<file path="src/rtl/pipe_pkg.sv">
// ============================================================================
// Module : pipe_pkg
// Brief  : Shared opcodes, FSM state type and decoded-control record for
//          the pipe_ctrl two-stage control pipeline.
// Rev    : 1.0  initial release
// ============================================================================
`default_nettype none

package pipe_pkg;

  localparam logic [5:0] ADD  = 6'h00;
  localparam logic [5:0] SUB  = 6'h01;
  localparam logic [5:0] AND  = 6'h02;
  localparam logic [5:0] XOR  = 6'h03;
  localparam logic [5:0] COM  = 6'h04;
  localparam logic [5:0] MUL  = 6'h05;
  localparam logic [5:0] ADDI = 6'h08;

  typedef enum logic [0:0] {
    RUN      = 1'b0,
    MUL_WAIT = 1'b1
  } state_t;

  // trap marks an unlisted opcode; only raised when illegal trapping is built in
  typedef struct packed {
    logic wen;
    logic alusrc;
    logic regdst;
    logic is_mul;
    logic trap;
  } ctrl_t;

endpackage

`default_nettype wire

</file>
<file path="src/rtl/ctrl_dec.sv">
// ============================================================================
// Module : ctrl_dec
// Brief  : Combinational opcode decoder. Macro ILLEGAL_TRAP_EN selects
//          whether unlisted opcodes trap or decode as R-type.
// Rev    : 1.0  initial release
// ============================================================================
`default_nettype none

module ctrl_dec
  import pipe_pkg::*;
#(
  parameter int OPW  = 6,
  parameter int AOPW = 3
) (
  input  logic [OPW-1:0]  opcode,
  output ctrl_t           ctrl,
  output logic [AOPW-1:0] aluop
);

  assign aluop = opcode[AOPW-1:0];

  always_comb begin
    ctrl = '0;
    if (opcode == OPW'(ADDI)) begin
      ctrl.wen    = 1'b1;
      ctrl.alusrc = 1'b1;
    end else if (opcode == OPW'(ADD) || opcode == OPW'(SUB) ||
                 opcode == OPW'(AND) || opcode == OPW'(XOR) ||
                 opcode == OPW'(COM)) begin
      ctrl.wen    = 1'b1;
      ctrl.regdst = 1'b1;
    end else if (opcode == OPW'(MUL)) begin
      ctrl.wen    = 1'b1;
      ctrl.regdst = 1'b1;
      ctrl.is_mul = 1'b1;
    end else begin
`ifdef ILLEGAL_TRAP_EN
      ctrl.trap   = 1'b1;
`else
      ctrl.wen    = 1'b1;
      ctrl.regdst = 1'b1;
`endif
    end
  end

endmodule

`default_nettype wire

</file>
<file path="src/rtl/pipe_ctrl.sv">
// ============================================================================
// Module : pipe_ctrl
// Brief  : Decode -> EX -> WB control pipeline with multi-cycle MUL hold.
//          ILLEGAL_TRAP_EN enables the sticky illegal-opcode flag.
// Rev    : 1.0  initial release
// ============================================================================
`default_nettype none

module pipe_ctrl
  import pipe_pkg::*;
#(
  parameter int OPW     = 6,
  parameter int AOPW    = 3,
  parameter int MUL_CYC = 4
) (
  input  logic            clk,
  input  logic            rst_n,
  input  logic            in_valid,
  input  logic [OPW-1:0]  in_opcode,
  output logic            in_ready,
  input  logic            stall_in,
  output logic            ex_valid,
  output logic            ex_alusrc,
  output logic            ex_regdst,
  output logic [AOPW-1:0] ex_aluop,
  output logic            wb_valid,
  output logic            wb_wen,
  output logic            busy,
  output logic            illegal
);

  localparam logic [3:0] c_mul_load  = 4'(MUL_CYC - 1);
  localparam logic       c_mul_holds = (MUL_CYC > 1);

  ctrl_t           w_dec;
  logic [AOPW-1:0] w_aluop;
  logic            w_accept;

  state_t          r_state;
  logic [3:0]      r_cnt;
  logic            r_ex_valid;
  logic            r_ex_wen;
  logic            r_ex_alusrc;
  logic            r_ex_regdst;
  logic [AOPW-1:0] r_ex_aluop;
  logic            r_wb_valid;
  logic            r_wb_wen;
  logic            r_illegal;

  ctrl_dec #(
    .OPW  (OPW),
    .AOPW (AOPW)
  ) u_ctrl_dec (
    .opcode (in_opcode),
    .ctrl   (w_dec),
    .aluop  (w_aluop)
  );

  assign in_ready = !stall_in && (r_state == RUN);
  assign w_accept = in_valid && in_ready;

  // Stall freezes everything; MUL_WAIT holds EX and feeds bubbles into WB.
  always_ff @(posedge clk or negedge rst_n) begin
    if (!rst_n) begin
      r_state     <= RUN;
      r_cnt       <= '0;
      r_ex_valid  <= 1'b0;
      r_ex_wen    <= 1'b0;
      r_ex_alusrc <= 1'b0;
      r_ex_regdst <= 1'b0;
      r_ex_aluop  <= '0;
      r_wb_valid  <= 1'b0;
      r_wb_wen    <= 1'b0;
      r_illegal   <= 1'b0;
    end else if (!stall_in) begin
      case (r_state)
        RUN: begin
          r_wb_valid  <= r_ex_valid;
          r_wb_wen    <= r_ex_valid & r_ex_wen;
          r_ex_valid  <= w_accept;
          r_ex_wen    <= w_accept & w_dec.wen;
          r_ex_alusrc <= w_accept & w_dec.alusrc;
          r_ex_regdst <= w_accept & w_dec.regdst;
          r_ex_aluop  <= w_accept ? w_aluop : '0;
          r_illegal   <= r_illegal | (w_accept & w_dec.trap);
          if (w_accept && w_dec.is_mul && c_mul_holds) begin
            r_state <= MUL_WAIT;
            r_cnt   <= c_mul_load;
          end
        end
        MUL_WAIT: begin
          r_wb_valid <= 1'b0;
          r_wb_wen   <= 1'b0;
          r_cnt      <= r_cnt - 4'd1;
          if (r_cnt == 4'd1) begin
            r_state <= RUN;
          end
        end
        default: begin
          r_state <= RUN;
        end
      endcase
    end
  end

  assign ex_valid  = r_ex_valid;
  assign ex_alusrc = r_ex_alusrc;
  assign ex_regdst = r_ex_regdst;
  assign ex_aluop  = r_ex_aluop;
  assign wb_valid  = r_wb_valid;
  assign wb_wen    = r_wb_wen & r_wb_valid;
  assign busy      = (r_state == MUL_WAIT);
  assign illegal   = r_illegal;

endmodule

`default_nettype wire

</file>
<file path="config.mk">
export PLATFORM = sky130hd
export DESIGN_NAME = pipe_ctrl
export DESIGN_NICKNAME = d
export VERILOG_FILES = /design/src/rtl/pipe_pkg.sv /design/src/rtl/ctrl_dec.sv /design/src/rtl/pipe_ctrl.sv
export SDC_FILE = /design/constraint.sdc
export NUM_CORES = 1
export LEC_CHECK = 0
export ABC_AREA = 1
export BUFFER_PORTS_ARGS = -buffer_cell sky130_fd_sc_hd__buf_2
export CAP_MARGIN = 20
export CORE_MARGIN = 5
export CORE_UTILIZATION = 40
export DETAILED_ROUTE_END_ITERATION = 7
export GPL_TIMING_DRIVEN = 0
export PLACE_DENSITY = 0.61
export REMOVE_ABC_BUFFERS = 1
export SLEW_MARGIN = 10
export SYNTH_ARGS = -nofsm -noshare
export SYNTH_HDL_FRONTEND = slang
export SYNTH_HIERARCHICAL = 1
export SYNTH_SLANG_ARGS = --single-unit
</file>
<file path="constraint.sdc">
create_clock -name clk -period 1.39 [get_ports clk]
set_clock_uncertainty 0.1 [all_clocks]
set_input_delay 0.139 -clock clk [delete_from_list [all_inputs] [get_ports clk]]
set_output_delay 0.139 -clock clk [all_outputs]
set_load 0.005 [all_outputs]
</file>
==> impl_metrics.env <==
export IMPL_outcome="finished, final reports clean"
export IMPL_utilization_pct=49.37
export IMPL_drt_initial_drc_count=20
export IMPL_tns_ns=0
export IMPL_crit_arrival_ns=1.39
export IMPL_nFillCells=192
export IMPL_rows=16
export IMPL_routed_wl_um=1666
export IMPL_synth_area_leaders="dfrtp_1, nand2_1, nand3_1"
export IMPL_syn2layout_area_growth_pct=16.02
export IMPL_fmax_mhz=762.1
export IMPL_placed_area_um2=898.4
export IMPL_critPathMaxFanout=4
export IMPL_hp_start="in_opcode[1]"
export IMPL_htree_num_levels=1
export IMPL_finalCriticalPeriod_ns=1.312
export IMPL_use_met1_pct=14.18
export IMPL_grt_pass1_wl_um=2746
export IMPL_grt_setup_unrepaired="false"
export IMPL_synth_top_cell_area_share_pct=44.51
export IMPL_place_inst=141
export IMPL_crit_start="r_cnt[0]"
export IMPL_drc_errors=0
export IMPL_setup_viol=0
export IMPL_dpl_hpwl_um=1189
export IMPL_min_path_type="input port to flip-flop"
export IMPL_die_area_um2=3126
export IMPL_required_ns=1.47
export IMPL_antenna_cells=0
export IMPL_ir_worst_vdd_uv=598.1
export IMPL_rr_startpoint="r_cnt[0]"
export IMPL_ys_types=17
export IMPL_detail_route_antenna_nets=0
export IMPL_avgSynthCellArea_um2=8.187
export IMPL_clock_root_buffer="clkbuf_4"
export IMPL_ys_warn_count=6
export IMPL_wire_per_inst_um=11.11
export IMPL_cts_tree="built"
export IMPL_synthesis_area_um2=843.3
export IMPL_final_cell_area_um2=978.4
export IMPL_path_clk_slew_ns=0.09
export IMPL_via_per_inst=4.633
export IMPL_grt_util_met3_pct=3.712
export IMPL_finalNonFillerCells=150
export IMPL_layout_drive_gt1_share_pct=30.08
export IMPL_chipHeight_um=55.92
export IMPL_seq_area_frac_synth_pct=44.51
export IMPL_antenna_found_initial=0
export IMPL_cts_sinks=15
export IMPL_clk_path_buf_depth=2
export IMPL_period_share_pct=94.40
export IMPL_vias=695
export IMPL_ys_ff_latch=15
export IMPL_insertion_delay_ns=0.28
export IMPL_hold_viol=0
export IMPL_power_density_nw_per_um2=1308
export IMPL_pin_count=21
export IMPL_grt_use_met2_pct=16.89
export IMPL_initial_core_util_pct=42.55
export IMPL_slew_violations=0
export IMPL_core_area_um2=1982
export IMPL_power_leakage_nw=0.5472
export IMPL_cts_buffers=3
export IMPL_grt_pass1_vias=610
export IMPL_critPathCaptureType="flip-flop"
export IMPL_numPortBuffers=20
export IMPL_critPathKind="flip-flop to flip-flop"
export IMPL_start_kind="flip-flop"
export IMPL_grt_overflow=0
export IMPL_gp_congestion=0.6951
export IMPL_track_usage_pct=11.11
export IMPL_grt_busiest_layer="met2"
export IMPL_finalPower_mw=1.280
export IMPL_syn_instance_count=103
export IMPL_yosysTopAreaCell="dfrtp_1"
export IMPL_grt_max_degree=16
export IMPL_dr_pass1_iters=4
export IMPL_nNetsFinal=136
export IMPL_drv_cap=0
export IMPL_fp_dieW_um=55.92
## logic make-up after synthesis
family | synth area share, %
flops | 44.51
simple gates | 32.05
compound gates | 5.787
other cells | 0.8905
fa+ha+maj | 2.967
buf+inv | 13.80
## layer usage
metal,share of wire [%],wire (um)
met1,48,792
met3,5.3,89
met2,46,761
met4,1.4,23
met5,0,0
## through the flow
| stage | hold WS (ns) | setup slack, ns |
|---|---|---|
| finish | 0.01729 | 0.07781 |
| detailed placement | -0.03652 | -0.02055 |
| floorplan | -0.2566 | 0.1400 |
| global placement | -0.03706 | -0.01419 |
| global route | 0.01016 | 0.02051 |
| CTS | 0.01451 | 0.05119 |
## cells in the final DEF, fill, tap and decap left out, drive strengths merged
| cell | instances |
|---|---|
| a31o | 1 |
| buf | 24 |
| clkbuf | 4 |
| conb | 2 |
| dfrtp | 15 |
| dlygate4sd3 | 1 |
| ha | 2 |
| inv | 10 |
| nand2 | 30 |
| nand3 | 16 |
| nor2 | 9 |
| o21ai | 8 |
| or2 | 1 |
## report_power, final
part           internal (mW)  leakage [nW]  switching, mW
combinational          0.193         0.344          0.218
clock                  0.111        0.0150          0.137
sequential             0.533         0.188         0.0877
total                  0.837         0.547          0.443
## critical path: stages (launching register included)
cell and delay, ns:
dfrtp_1 0.41, inv_1 0.09, ha_1 0.22, or2_2 0.27
nand3_1 0.07, nand2_1 0.05
## timing repair
action | CTS | global route
hold buffers | 1 | 0
hold endpoints to repair | 15 | 0
resized for setup | 1 | 0
setup buffers | 2 | 2
cloned | 0 | 0
pin swaps | 1 | 0
setup endpoints to repair | 5 | 3
## flip-flops by register name, indices dropped and copies added, names as in the netlist
register,flops
r_cnt,4
ex_alusrc,1
ex_regdst,1
busy,1
ex_aluop,3
r_wb_wen,1
illegal,1
wb_valid,1
ex_valid,1
r_ex_wen,1
## cells in the mapped netlist (all sizes together)
cell,count
a31o,1
buf,9
conb,2
dfrtp,15
ha,2
inv,10
nand2,30
nand3,16
nor2,9
o21ai,8
or2,1
## path summary, 6_finish.rpt
| path | end | slack, ns | cells past startpoint |
|---|---|---|---|
| max | r_cnt[2] | 0.08 | 5 |
| min | ex_aluop[1] | 0.02 | 3 |
| max reg2reg | r_cnt[2] | 0.08 | 5 |
| min reg2reg | r_wb_wen | 0.40 | 2 |
| max in group asynchronous | busy | 0.73 | 2 |
| min in group asynchronous | ex_aluop[1] | 0.18 | 2 |
## final cells by class
| type | instances | area [um2] | area share (%) |
|---|---|---|---|
| Sequential cell | 15 | 376.6 | 38.49 |
| Multi-Input combinational cell | 69 | 351.6 | 35.93 |
| Timing Repair Buffer | 25 | 152.6 | 15.60 |
| Inverter | 10 | 37.54 | 3.836 |
| Tap cell | 27 | 33.78 | 3.453 |
| Clock buffer | 4 | 26.28 | 2.685 |
No activity file was read; power rests on OpenSTA's default activity.
